===== src/rtl/bcd_time_keeper.sv =====
// rtl/bcd_time_keeper.sv - BCD 24-hour time keeper with button edit mode and RTC load/write-back
module bcd_time_keeper #(
   parameter int CLK_FREQ = 50_000_000
) (
   input  logic       clk,
   input  logic       rst,
   input  logic       load_valid,
   input  logic [7:0] load_hr,
   input  logic [7:0] load_min,
   input  logic [7:0] load_sec,
   input  logic       btn_mode,
   input  logic       btn_inc,
   output logic [7:0] hr,
   output logic [7:0] min,
   output logic [7:0] sec,
   output logic [1:0] edit_field,
   output logic       tick,
   output logic       wr_valid,
   input  logic       wr_ready
);

   localparam int DW = (CLK_FREQ > 1) ? $clog2(CLK_FREQ) : 1;
   localparam logic [DW-1:0] DIV_MAX = DW'(CLK_FREQ - 1);

   typedef enum logic [2:0] {RUN, SET_HR, SET_MIN, SET_SEC, COMMIT} state_e;

   state_e          state_q, state_d;
   logic [DW-1:0]   div_q, div_d;
   logic            tick_q, tick_d;
   logic [7:0]      hr_q, hr_d, min_q, min_d, sec_q, sec_d;
   logic            mode_prev_q, inc_prev_q;
   logic            mode_rise, inc_rise, load_ok;

   // Both digits must be decimal; binary compare is then equivalent to decimal compare.
   function automatic logic bcd_ok(input logic [7:0] v, input logic [7:0] maxv);
      return (v[3:0] <= 4'd9) && (v[7:4] <= 4'd9) && (v <= maxv);
   endfunction

   // Increment a two-digit BCD value, wrapping to zero after maxv.
   function automatic logic [7:0] bcd_inc(input logic [7:0] v, input logic [7:0] maxv);
      if (v == maxv)
         return 8'h00;
      else if (v[3:0] == 4'd9)
         return {v[7:4] + 4'd1, 4'd0};
      else
         return {v[7:4], v[3:0] + 4'd1};
   endfunction

   assign mode_rise = btn_mode & ~mode_prev_q;
   assign inc_rise  = btn_inc & ~inc_prev_q;
   assign load_ok   = load_valid && bcd_ok(load_hr, 8'h23) &&
                      bcd_ok(load_min, 8'h59) && bcd_ok(load_sec, 8'h59);

   // Next-state: mode FSM, divider, pending second increment, loads and field edits.
   always_comb begin
      state_d = state_q;
      div_d   = div_q;
      tick_d  = 1'b0;
      hr_d    = hr_q;
      min_d   = min_q;
      sec_d   = sec_q;
      unique case (state_q)
         RUN: begin
            // tick_q is the pending increment from the previous cycle's tick
            if (tick_q) begin
               if (sec_q == 8'h59) begin
                  sec_d = 8'h00;
                  if (min_q == 8'h59) begin
                     min_d = 8'h00;
                     hr_d  = bcd_inc(hr_q, 8'h23);
                  end else begin
                     min_d = bcd_inc(min_q, 8'h59);
                  end
               end else begin
                  sec_d = bcd_inc(sec_q, 8'h59);
               end
            end
            if (load_ok) begin
               hr_d  = load_hr;
               min_d = load_min;
               sec_d = load_sec;
               div_d = '0;
            end else if (div_q == DIV_MAX) begin
               div_d  = '0;
               tick_d = ~mode_rise;
            end else begin
               div_d = div_q + 1'b1;
            end
            if (mode_rise) begin
               state_d = SET_HR;
               div_d   = '0;
            end
         end
         SET_HR: begin
            div_d = '0;
            if (mode_rise)     state_d = SET_MIN;
            else if (inc_rise) hr_d = bcd_inc(hr_q, 8'h23);
         end
         SET_MIN: begin
            div_d = '0;
            if (mode_rise)     state_d = SET_SEC;
            else if (inc_rise) min_d = bcd_inc(min_q, 8'h59);
         end
         SET_SEC: begin
            div_d = '0;
            if (mode_rise)     state_d = COMMIT;
            else if (inc_rise) sec_d = bcd_inc(sec_q, 8'h59);
         end
         COMMIT: begin
            div_d = '0;
            if (wr_ready) state_d = RUN;
         end
         default: state_d = RUN;
      endcase
   end

   // State registers with asynchronous reset.
   always_ff @(posedge clk or posedge rst) begin
      if (rst) begin
         state_q     <= RUN;
         div_q       <= '0;
         tick_q      <= 1'b0;
         hr_q        <= 8'h00;
         min_q       <= 8'h00;
         sec_q       <= 8'h00;
         mode_prev_q <= 1'b0;
         inc_prev_q  <= 1'b0;
      end else begin
         state_q     <= state_d;
         div_q       <= div_d;
         tick_q      <= tick_d;
         hr_q        <= hr_d;
         min_q       <= min_d;
         sec_q       <= sec_d;
         mode_prev_q <= btn_mode;
         inc_prev_q  <= btn_inc;
      end
   end

   // Output decode from registered state.
   always_comb begin
      edit_field = 2'd0;
      unique case (state_q)
         SET_HR:  edit_field = 2'd1;
         SET_MIN: edit_field = 2'd2;
         SET_SEC: edit_field = 2'd3;
         default: edit_field = 2'd0;
      endcase
   end

   assign wr_valid = (state_q == COMMIT);
   assign tick     = tick_q;
   assign hr       = hr_q;
   assign min      = min_q;
   assign sec      = sec_q;

endmodule


===== config.mk =====
export PLATFORM = sky130hd
export DESIGN_NAME = bcd_time_keeper
export DESIGN_NICKNAME = d
export VERILOG_FILES = /design/src/rtl/bcd_time_keeper.sv
export SDC_FILE = /design/constraint.sdc
export NUM_CORES = 1
export LEC_CHECK = 0
export ABC_AREA = 1
export CORE_ASPECT_RATIO = 1.75
export CORE_MARGIN = 2
export CORE_UTILIZATION = 55
export DETAILED_ROUTE_END_ITERATION = 10
export DONT_BUFFER_PORTS = 1
export HOLD_SLACK_MARGIN = 0.1
export PLACE_DENSITY = 0.73
export SLEW_MARGIN = 20
export SYNTH_ARGS = -nofsm -noshare
export SYNTH_HDL_FRONTEND = slang
export SYNTH_SLANG_ARGS = --single-unit

===== constraint.sdc =====
create_clock -name clk -period 5.7 [get_ports clk]
set_input_delay 1.71 -clock clk [delete_from_list [all_inputs] [get_ports clk]]
set_output_delay 1.71 -clock clk [all_outputs]
set_load 0.01 [all_outputs]

# Word-level counts from Yosys, hierarchy flattened
# Cells that the tools add are included.
dict set report word_totals {
  rom_bits 0
  reg_bits 56
  ramBits 0
  mem_count 0
  latch_bits 0
  output_inout_bits 28
}
dict set report op_classes {
  addsub 7
  shifts 0
  reduce_logical 19
  multipliers 0
  eq_ne 25
  mux 38
  div_mod_pow 0
  order_cmp 9
  bitwise 5
}
# op count
set op_table {}
lappend op_table {{$mux 8} 21}
lappend op_table {{$mux 26} 3}
lappend op_table {{$pmux 26 s2} 1}
lappend op_table {{$pmux 8 s2} 3}
lappend op_table {{$add 26x1->26 const B} 1}
lappend op_table {{$eq 26x26->1 const B} 1}
lappend op_table {{$add 4x1->4 const B} 6}
lappend op_table {{$le 4x4->1 const B} 6}
lappend op_table {{$ne 2x2->1 const B} 10}
lappend op_table {{$eq 8x7->1 const B} 2}
lappend op_table {{$le 8x7->1 const B} 2}
lappend op_table {{$mux 3} 5}
lappend op_table {{$pmux 3 s5} 1}
lappend op_table {{$eq 4x4->1 const B} 3}
lappend op_table {{$reduce_and 5->1} 2}
lappend op_table {{$logic_and 1x1->1} 9}
lappend op_table {{$ne 3x3->1 const B} 3}
lappend op_table {{$eq 8x6->1 const B} 1}
lappend op_table {{$le 8x6->1 const B} 1}
lappend op_table {{$reduce_bool 2->1} 4}
lappend op_table {{$eq 3x2->1 const B} 2}
lappend op_table {{$pmux 2 s3} 1}
lappend op_table {{$reduce_and 6->1} 1}
lappend op_table {{$reduce_and 4->1} 1}
lappend op_table {{other kinds (8)} 13}

# Logic depth before layout (Yosys ltp)
# Gate-level depths: netlist of the first run.
dict set report depth {
  depth_word 9
  ltp_mapped 12
}

# Worst setup path before layout of the first run
# No wires, ideal clock.
dict set report synth_timing {
  path_kind {input-to-reg}
  startpoint {input load_hr[7]}
  endpoint {register hr_q[2] (netlist: hr[2])}
  path_buffers 0
  path_stages 10
  required_time_ns 5.583
  setup_slack_ns 2.859
  setup_ns 0.117
  arrival_time_ns 2.724
  path_cell_list {nor2_1 nand3_2 nor2_4 nand2_4 nand2_2 nand2_2 nor2_4 nand2_4 nand2_1 nand2_1}
}
dict set report synth_between {
  elab_chain_cells 8
}
# item line_no
set synth_lines {}
lappend synth_lines {{start, declared} 8} ;# input logic [7:0] load_hr,
lappend synth_lines {{branches (longest 2 deep; another with $le 8x6->1)} -}
lappend synth_lines {{$logic_and 1x1->1 (*)} 36} ;# return (v[3:0] <= 4'd9) && (v[7:4] <= 4'd9) && (v <= maxv);
lappend synth_lines {{$logic_and 1x1->1 (*) (2 in series)} 51} ;# assign load_ok = load_valid && bcd_ok(load_hr, 8'h23) &&
lappend synth_lines {{$logic_and 1x1->1 (*)} 52} ;# bcd_ok(load_min, 8'h59) && bcd_ok(load_sec, 8'h59);
lappend synth_lines {{$ne 3x3->1 (no line) / $mux 8 (equally long branches)} -}
lappend synth_lines {{$reduce_and 6->1 (no line) / $pmux 8 s2 (equally long branches)} -}
lappend synth_lines {{end signal, assigned} 132} ;# hr_q <= hr_d;
lappend synth_lines {{end, declared} 30} ;# logic [7:0] hr_q, hr_d, min_q, min_d, sec_q, sec_d;
# Mark *: on every way between the ends.
# A chain may end at the register's enable or synchronous reset.

# Worst setup path after layout of the first run
dict set report layout_timing {
  startpoint {register state_q[2]}
  endpoint {output edit_field[1]}
}
dict set report layout_between {
  elab_chain_cells 2
}
# item line_no
set layout_lines {}
lappend layout_lines {{start, declared} 27} ;# state_e state_q, state_d;
lappend layout_lines {{start signal, assigned} 129} ;# state_q <= state_d;
lappend layout_lines {{$eq 3x2->1 / $eq 3x1->1 (equally long branches)} 143} ;# unique case (state_q)
lappend layout_lines {{$pmux 2 s3 (*)} 143}
lappend layout_lines {{end, declared} 16} ;# output logic [1:0] edit_field,
# Every way passes the cells marked *; elsewhere a longest branch is shown, timed or not.

==> reports/results.md, run 1 <==
| Quantity | This run | Unit |
| --- | --- | --- |
| Number of max-capacitance violations reported | 0 | - |
| Run status | complete, no violations | - |
| Fraction of layout instances using a drive strength above 1 | 12.5 | % |
| Final design utilization | 59.9 | % |
| Worst-path cell with the longest stage delay | dfrtp_1 | - |
| CTS Root Cell | clkbuf_16 | - |
| Setup bufs post-CTS | 0 | - |
| Peak VDD IR | 0.172 | mV |
| Area share of the largest cell type after synthesis | 34.4 | % |
| Number of vias per cell after detailed routing | 5.61 | - |
| Cell Area, Placed | 4150 | sq um |
| Clock transition at path regs | 0.07 | ns |
| Cell Area, Synth | 4070 | sq um |
| Number of sinks driven by the clock tree | 56 | - |
| Main area contributors after synthesis | dfrtp_1 (34%), nand2_1 (17%), inv_1 (5.8%), nand3_1 (4.4%), ha_1 (4.0%) | - |
| Crit-path cells | nor2_2 -> inv_1 -> nor2_1 -> inv_1 -> nand2_1 | - |
| Initial antenna violation count | 0 | - |
| Hold wc startpoint | div_q[0]$_DFFE_PP0P_ | - |
| Final wirelength | 10100 | microns |
| Total count of hold-check failures in the final report | 0 | - |
| Synthesis-stage register bit count | 56 | - |
| Maximum fanout along the worst path | 5 | - |
| Worst flop-to-flop path startpoint | sec[1]$_DFFE_PP0P_ | - |
| Post-detailed-route wirelength per cell | 15.4 | microns |
| Setup repair after global routing missed its margin | false | - |
| Final layout net count | 613 | - |
| Number of H-tree levels | 2 | - |
| Pleak | 2.00 | nW |
| Initial Util | 56.7 | % |
| Final count of pins violating max slew | 0 | - |
| Post-CTS Hold Fix Bufs | 0 | - |
| Actual slew at the worst max-slew pin | 0.725 | ns |
| Setup Slack @ Placement | 2.42 | ns |
| Overall die area | 8130 | sq um |
| Total power | 1.50 | mW |
| Post-synthesis sequential area ratio | 34.4 | % |
| Endpoint kind of the worst setup timing path | primary output | - |
| Post-Synthesis Net Count | 609 | - |
| Total inserted antenna cells | 0 | - |
| Worst hold margin | 0.510 | ns |
| Global route total overflow | 0 | - |
| Global placement routability congestion | 0.952 | - |
| First-pass GRT wire length | 17400 | microns |
| Worst Hold Class | flip-flop to flip-flop | - |
| Element type at the critical path start | flip-flop | - |
| Number of global-route vias before repair | 3767 | - |
| I/O pin count | 58 | - |
| Final setup violation count | 0 | - |
| Buffers from clock root to sink, at most | 2 | - |
| All-layer global routing usage | 26.5 | % |
| Cells after synthesis | 566 | - |
| Pin count of the biggest net entering global routing | 57 | - |
| Fraction of the cycle the final worst path needs | 57.5 | % |
| Mean Syn Cell Area | 7.19 | sq um |
| Antenna viol nets, final | 0 | - |
| Initial DRC Count | 192 | - |
| Worst path top cell family by delay | simple AND/OR/NAND/NOR gates | - |
| Routed via count | 3677 | - |
| Count of input and output buffers | 0 | - |
| Slew margin rel. | 51.7 | % |
| Insertion delay of the later-clocked pin in the worst-skew pair | 0.30 | ns |
| Final design instance area without fill | 4300 | sq um |
| Critical Path Source | state_q[2]$_DFFE_PP0P_ | - |
| Worst path required time | 3.99 | ns |
| Highest attainable clock frequency | 0.305 | GHz |
| Most numerous cell on the critical path | inv_1 | - |
| Final critical path time including I/O delays and setup | 3.28 | ns |
| Most area-hungry cell type in the Yosys netlist | dfrtp_1 | - |
| Count of cells resized by post-cts repair | 0 | - |
| Drt first pass iters | 4 | - |
| DP Wirelength | 7990 | microns |
| CTS tree | yes | - |
| Synthesis warning total | 0 | - |
| Final Non-Filler Cells | 656 | - |
| Dpl cells | 649 | - |
| Total power density per cell area | 347 | nW/um^2 |
| Aggregate negative setup slack | 0 | ns |
| Data arrival time at the worst-slack endpoint | 1.57 | ns |
| Final worst setup slack | 2.42 | ns |
| Std-Cell Rows | 41 | - |
| Critical Setup Path Class | flip-flop to primary output | - |
| Netlist cell types | 31 | - |
| Area added between synthesis and finish | 5.72 | % |
| Die Height | 118 | microns |
| Count of unresolved DRC violations after routing | 0 | - |
| Core region area | 7180 | sq um |
| Slowest stage delay, CP | 0.46 | ns |
| Count of buffering cells on the critical path with inverters included | 2 | - |
| Setup clock skew after layout | 0.00662 | ns |
| Die width | 69.0 | microns |
| Number of buffers added by the clock tree synthesis step | 5 | - |
## state kept, by name, summed over array words and instances, names as in the netlist
signal	cells
state_q	3
inc_prev_q	1
mode_prev_q	1
hr	8
tick	1
sec	8
div_q	26
min	8
## cells in the final DEF, fill, tap and decap left out, types with 6 or more instances in the layout
master,n
a21oi_1,7
dfrtp_1,56
ha_1,13
inv_1,62
nand2_1,185
nand2_2,9
nand3_1,36
nand3_2,12
nand4_1,14
nor2_1,41
nor2_4,14
nor3_1,11
o21ai_0,32
o21ai_1,11
o22ai_1,7
xnor2_1,6
xor2_1,13
## worst reg2reg max path, cell delays in order (launching register included)
cell and delay [ns]:
dfrtp_1 0.48, inv_1 0.09, ha_1 0.15, nand3_2 0.14, nor2_1 0.28, nor2_1 0.12
nand2_2 0.11, nand2_2 0.07, nor2_4 0.23, nand2_4 0.11, nand2_1 0.08, nand2_1 0.05
## where the power goes
part	internal, mW	switching (mW)
Sequential	0.463	0.126
Combinational	0.189	0.395
Clock	0.185	0.138
## cells in the mapped netlist
cell type  instances
nand2_1          185
inv_1             63
dfrtp_1           56
nor2_1            41
nand3_1           36
o21ai_0           32
nand4_1           14
nor2_4            14
ha_1              13
xor2_1            13
nand3_2           12
nor3_1            11
o21ai_1           11
nand2_2            9
a21oi_1            7
o22ai_1            7
xnor2_1            6
nor2_2             5
or2_2              5
inv_2              4
o21ai_2            4
nand2_4            3
nand3_4            3
nand3b_1           3
clkbuf_1           2
o21bai_1           2
a21oi_2            1
a21oi_4            1
a31o_2             1
buf_12             1
buf_4              1
## cells by family (layout without fill, tap and decap cells)
kind of cell	Yosys count	after routing	share of synthesized area [%]
adder cells (fa/ha/maj)	13	13	4.00
AO/OA/AOI/OAI	66	66	9.28
AND/OR/NAND/NOR	341	341	41.2
XOR/XNOR	19	19	4.09
buffers and inverters	71	75	7.04
flip-flops	56	56	34.4
## final cells by class
type                    count  area, sq um
clock buffers               7          153
flip-flops and latches     56         1400
multi-input cells         439         2380
fillers                   699         2880
well taps                  86          108
inverters                  67          251
repair buffers              1         7.51
## routing by layer
layer | vias up | share of wire [%] | GRT usage, %
li1 | 1828 | - | -
met5 | - | 0 | 0
met2 | 99 | 55 | 50.2
met3 | 39 | 4.1 | 4.20
met1 | 1711 | 35 | 26.1
met4 | 0 | 5.6 | 15.9
## final timing paths
check / endpoint / slack [ns] / depth (start not counted)
min reg2reg: div_q[0]$_DFFE_PP0P_ / 0.51 / 1
min in group asynchronous: min[0]$_DFFE_PP0P_ / 1.50 / 2
max in group asynchronous: mode_prev_q$_DFF_PP0_ / 3.72 / 2
max: edit_field[1] / 2.42 / 5
min: div_q[0]$_DFFE_PP0P_ / 0.51 / 1
max reg2reg: hr[4]$_DFFE_PP0P_ / 3.70 / 11
(Power assumes the default switching activity.)
==> run 2, diff against run 1 <==
clock period = 3.2 ns   (was 5.7 ns; I/O delays follow)
==> reports/results.md, run 2 (synthesis results as in run 1) <==
| Quantity | This run | Unit | Delta |
| --- | --- | --- | --- |
| Run status | complete, no violations | - |  |
| Peak VDD IR | 0.356 | mV | +110% |
| I/O pin count | 58 | - | unchanged |
| Number of max-capacitance violations reported | 0 | - | unchanged |
| Top reg by flops | div_q | - |  |
| Insertion delay of the later-clocked pin in the worst-skew pair | 0.30 | ns | about the same |
| Leading cell types in the layout, fill and taps excluded | nand2_1 (185), inv_1 (62), dfrtp_1 (56) | - |  |
| Antenna viol nets, final | 0 | - | unchanged |
| Die Height | 118 | microns | unchanged |
| Total power density per cell area | 618 | nW/um^2 | +78% |
| Setup clock skew after layout | 0.00657 | ns | -0.0000538 ns |
| Highest attainable clock frequency | 0.393 | GHz |  |
| Data arrival time at the worst-slack endpoint | 1.58 | ns | about the same |
| Global route total overflow | 0 | - | unchanged |
| Drt first pass iters | 4 | - | unchanged |
| Final worst setup slack | 0.656 | ns | -1.77 ns |
| Actual slew at the worst max-slew pin | 0.803 | ns | +0.0781 ns |
| Final design utilization | 60.2 | % | +0.23 points |
| Final count of pins violating max slew | 0 | - | unchanged |
| Pleak | 2.00 | nW | +0.11% |
| Clock transition at path regs | 0.08 | ns | about the same |
| Int Power | 1.48 | mW | +77% |
| Setup Slack @ Placement | 0.691 | ns | -1.73 ns |
| Initial Util | 56.7 | % | unchanged |
| Element type at the critical path start | flip-flop | - |  |
| Post-CTS Hold Fix Bufs | 0 | - | unchanged |
| Slew margin rel. | 46.4 | % | -5.3 points |
| Sequential Power Share | 39.2 | % | -0.2 points |
| DP Wirelength | 8130 | microns | +1.7% |
| Global placement routability congestion | 0.912 | - | -4.2% |
| Total inserted antenna cells | 0 | - | unchanged |
| First-pass GRT wire length | 17600 | microns | +1.1% |
| Max FFs per register | 26 | - | unchanged |
| All-layer global routing usage | 26.6 | % | +0.074 points |
| Endpoint kind of the worst setup timing path | primary output | - |  |
| Core region area | 7180 | sq um | unchanged |
| Number of vias per cell after detailed routing | 5.65 | - | +0.82% |
| Overall die area | 8130 | sq um | unchanged |
| Critical Setup Path Class | flip-flop to primary output | - |  |
| Buffers from clock root to sink, at most | 2 | - | unchanged |
| Fraction of the cycle the final worst path needs | 79.5 | % |  |
| Net switching power figure | 1.19 | mW | +81% |
| Number of H-tree levels | 2 | - | unchanged |
| Count of cells resized by post-cts repair | 0 | - | unchanged |
| Post-detailed-route wirelength per cell | 15.7 | microns | +2.0% |
| Uppermost layer routed | met4 | - |  |
| Maximum fanout along the worst path | 5 | - | unchanged |
| Die width | 69.0 | microns | unchanged |
| Routed wl met3 | 388 | microns | -6.1% |
| Area added between synthesis and finish | 6.12 | % |  |
| Total count of hold-check failures in the final report | 0 | - | unchanged |
| Number of sinks driven by the clock tree | 56 | - | unchanged |
| CTS Root Cell | clkbuf_16 | - |  |
| Final wirelength | 10400 | microns | +2.5% |
| Worst path required time | 2.24 | ns | -1.75 ns |
| Worst Hold Class | flip-flop to flip-flop | - |  |
| Setup repair after global routing missed its margin | false | - |  |
| Clock share of power | 21.6 | % | about the same |
| Count of unresolved DRC violations after routing | 0 | - | unchanged |
| Routed length on met2 | 5810 | microns | +3.7% |
| Aggregate negative setup slack | 0 | ns | unchanged |
| Final setup violation count | 0 | - | unchanged |
| Initial DRC Count | 215 | - | +12% |
| Routed met1 length | 3630 | microns | +3.1% |
| Setup bufs post-CTS | 0 | - | unchanged |
| Number of buffers added by the clock tree synthesis step | 5 | - | unchanged |
| Std-Cell Rows | 41 | - | unchanged |
| Combinational cell fraction of total power | 39.2 | % | about the same |
| Pin count of the biggest net entering global routing | 37 | - | -35% |
| Final critical path time including I/O delays and setup | 2.54 | ns |  |
| Most common cell after layout, fill and taps aside | nand2_1 | - |  |
| Number of global-route vias before repair | 3792 | - | +0.66% |
| Count of input and output buffers | 0 | - | unchanged |
| CTS tree | yes | - |  |
| Initial antenna violation count | 0 | - | unchanged |
| Routed via count | 3724 | - | +1.3% |
| Final layout net count | 615 | - | +0.33% |
| Fraction of layout instances using a drive strength above 1 | 12.9 | % | +0.46 points |
| Switching share of total power | 44.7 | % | +0.63 points |
-- run 2: area by class of cell --
class	count	area, sq um
Fill cell	704	2860
Inverter	67	251
Clock inverter	2	15.0
Timing Repair Buffer	3	22.5
Tap cell	86	108
Multi-Input combinational cell	439	2380
Clock buffer	6	139
Sequential cell	56	1400
-- run 2: metal layers --
metal / vias up / track usage, %
met5: - / 0
met4: 0 / 16.7
met3: 34 / 4.45
met2: 93 / 50.5
met1: 1763 / 25.5
li1: 1834 / -
-- run 2: power by group through the flow --
stage	combinational, mW	clock [mW]	sequential [mW]
2_1_floorplan	0.856	0	1.01
3_3_place_gp	1.01	0	1.06
3_5_place_dp	1.05	0	1.06
4_1_cts	1.05	0.590	1.05
5_1_grt	1.20	0.616	1.07
6_report	1.05	0.577	1.05
-- run 2: critical path: stages (launching register included) --
cell and delay [ns]:
dfrtp_1 0.46, nor2_2 0.18, inv_1 0.09, nor2_1 0.27, inv_1 0.14, nand2_1 0.15
-- run 2: stage by stage --
stage | instance area (sq um) | cells | hold WS, ns | total power, mW
after global routing | 4320 | 659 | 0.551 | 2.88
after CTS | 4320 | 659 | 0.514 | 2.69
after floorplan | 4070 | 566 | 0.473 | 1.87
after global placement | 4170 | 651 | 0.494 | 2.07
after detailed placement | 4170 | 651 | 0.502 | 2.11
final | 4320 | 659 | 0.513 | 2.67
-- run 2: path summary, 6_finish.rpt --
| kind | start | endpoint | slack (ns) | depth (start not counted) |
|---|---|---|---|---|
| min in group asynchronous | rst | min[4]$_DFFE_PP0P_ | 0.69 | 1 |
| worst max-delay path | state_q[2]$_DFFE_PP0P_ | edit_field[1] | 0.66 | 5 |
| worst min register to register | div_q[0]$_DFFE_PP0P_ | div_q[0]$_DFFE_PP0P_ | 0.51 | 1 |
| max in group asynchronous | rst | div_q[4]$_DFFE_PP0P_ | 1.83 | 2 |
| worst max register to register | sec[0]$_DFFE_PP0P_ | hr[4]$_DFFE_PP0P_ | 1.21 | 10 |
| worst min-delay path | div_q[0]$_DFFE_PP0P_ | div_q[0]$_DFFE_PP0P_ | 0.51 | 1 |
==> run 3, diff against run 2 <==
clock period = 2.45 ns   (was 3.2 ns; I/O delays follow)
==> reports/results.md, run 3 (synthesis results as in run 1) <==
| Quantity | This run | Unit | Delta |
| --- | --- | --- | --- |
| Run status | complete, no violations | - |  |
| First-pass GRT wire length | 17500 | microns | -0.70% |
| Number of sinks driven by the clock tree | 56 | - | unchanged |
| Antenna viol nets, final | 0 | - | unchanged |
| Worst hold margin | 0.380 | ns | -0.134 ns |
| DP Wirelength | 8130 | microns | +0.10% |
| Count of input and output buffers | 0 | - | unchanged |
| Die Height | 118 | microns | unchanged |
| Leading cell types in the layout, fill and taps excluded | nand2_1 (185), inv_1 (62), dfrtp_1 (56) | - |  |
| Pin count of the biggest net entering global routing | 32 | - | -14% |
| Setup clock skew after layout | 0.00617 | ns | -0.000397 ns |
| Highest attainable clock frequency | 0.438 | GHz |  |
| Slew margin rel. | 59.3 | % | +13 points |
| Critical Setup Path Class | flip-flop to primary output | - |  |
| Post-detailed-route wirelength per cell | 15.8 | microns | +0.61% |
| Number of max-capacitance violations reported | 0 | - | unchanged |
| Core region area | 7180 | sq um | unchanged |
| Worst Hold Class | input pin to async pin | - |  |
| Element type at the critical path start | flip-flop | - |  |
| Max FFs per register | 26 | - | unchanged |
| Number of vias per cell after detailed routing | 5.60 | - | -0.94% |
| Final layout net count | 615 | - | unchanged |
| Final Non-Filler Cells | 659 | - | unchanged |
| Overall die area | 8130 | sq um | unchanged |
| Total count of hold-check failures in the final report | 0 | - | unchanged |
| Number of buffers added by the clock tree synthesis step | 5 | - | unchanged |
| Initial DRC Count | 183 | - | -15% |
| Peak VDD IR | 0.418 | mV | +17% |
| Initial antenna violation count | 0 | - | unchanged |
| Count of unresolved DRC violations after routing | 0 | - | unchanged |
| Final critical path time including I/O delays and setup | 2.28 | ns |  |
| Drt first pass iters | 4 | - | unchanged |
| Post-CTS Hold Fix Bufs | 0 | - | unchanged |
| Buffers from clock root to sink, at most | 2 | - | unchanged |
| Total power density per cell area | 810 | nW/um^2 | +31% |
| Final wirelength | 10400 | microns | +0.61% |
| Std-Cell Rows | 41 | - | unchanged |
| Endpoint kind of the worst setup timing path | primary output | - |  |
| Setup bufs post-CTS | 0 | - | unchanged |
| Area added between synthesis and finish | 6.30 | % |  |
| Routed via count | 3689 | - | -0.94% |
| Maximum fanout along the worst path | 5 | - | unchanged |
| Die width | 69.0 | microns | unchanged |
| Insertion delay of the later-clocked pin in the worst-skew pair | 0.30 | ns | about the same |
| Number of H-tree levels | 2 | - | unchanged |
| Final setup violation count | 0 | - | unchanged |
| All-layer global routing usage | 26.7 | % | +0.15 points |
| Dpl cells | 651 | - | unchanged |
| CTS Root Cell | clkbuf_16 | - |  |
| Fraction of layout instances using a drive strength above 1 | 12.9 | % | unchanged |
| Pleak | 2.00 | nW | about the same |
| Global placement routability congestion | 0.893 | - | -2.1% |
| Global route total overflow | 0 | - | unchanged |
| Number of global-route vias before repair | 3866 | - | +2.0% |
| Worst path required time | 1.71 | ns | -0.53 ns |
| Count of cells resized by post-cts repair | 0 | - | unchanged |
| Final design utilization | 60.3 | % | +0.10 points |
| Setup repair after global routing missed its margin | false | - |  |
| Top reg by flops | div_q | - |  |
| Most common cell after layout, fill and taps aside | nand2_1 | - |  |
| Fraction of the cycle the final worst path needs | 93.1 | % |  |
| Actual slew at the worst max-slew pin | 0.610 | ns | -0.193 ns |
| Final count of pins violating max slew | 0 | - | unchanged |
| Clock transition at path regs | 0.08 | ns | about the same |
| I/O pin count | 58 | - | unchanged |
| Aggregate negative setup slack | 0 | ns | unchanged |
| Initial Util | 56.7 | % | unchanged |
| Data arrival time at the worst-slack endpoint | 1.55 | ns | -0.03 ns |
| Total inserted antenna cells | 0 | - | unchanged |
| CTS tree | yes | - |  |
[run 3: changes by cell type in the layout (fill, tap and decap cells not counted), sizes merged]
cell | before | now
clkinv | 0 | 1
clkbuf | 6 | 5
[run 3: layout make-up]
type / count / area (sq um)
Clock buffer: 5 / 125
Clock inverter: 3 / 23.8
Fill cell: 694 / 2850
Inverter: 67 / 251
Multi-Input combinational cell: 439 / 2380
Sequential cell: 56 / 1400
Tap cell: 86 / 108
Timing Repair Buffer: 3 / 35.0
[run 3: stage by stage]
stage	cell area (sq um)	power [mW]	setup WS (ns)
2_1_floorplan	4070	2.44	0.344
3_3_place_gp	4180	2.73	0.236
3_5_place_dp	4180	2.78	0.179
4_1_cts	4330	3.53	0.169
5_1_grt	4330	3.78	0.0864
6_report	4330	3.51	0.169
[run 3: critical path, stage by stage (launching register included)]
cell and delay (ns):
dfrtp_1 0.46, nor2_2 0.16, inv_1 0.07, nor2_1 0.25, inv_1 0.14, nand2_1 0.16
[run 3: path summary, 6_finish.rpt]
check / slack, ns / startpoint / endpoint / depth (start not counted)
worst min register to register: 0.54 / div_q[0]$_DFFE_PP0P_ / div_q[0]$_DFFE_PP0P_ / 1
worst min-delay path: 0.38 / rst / min[0]$_DFFE_PP0P_ / 1
min in group clk: 0.45 / btn_inc / inc_prev_q$_DFF_PP0_ / 0
max in group asynchronous: 1.48 / rst / div_q[0]$_DFFE_PP0P_ / 2
worst max register to register: 0.40 / sec[0]$_DFFE_PP0P_ / hr[5]$_DFFE_PP0P_ / 10
worst max-delay path: 0.17 / state_q[2]$_DFFE_PP0P_ / edit_field[1] / 5
[run 3: metal layers]
metal	share of wire [%]	vias to the layer above	track usage (%)
met1	34	1731	25.5
met4	5.3	0	16.3
met3	4.2	33	4.20
met2	57	97	51.3
li1	-	1828	-
met5	0	-	0
[run 3: where the power goes]
part | internal, mW | switching, mW | leakage (nW) | total [mW]
Clock | 0.382 | 0.362 | 0.0660 | 0.744
Combinational | 0.456 | 0.926 | 1.18 | 1.38
Sequential | 1.08 | 0.305 | 0.755 | 1.38
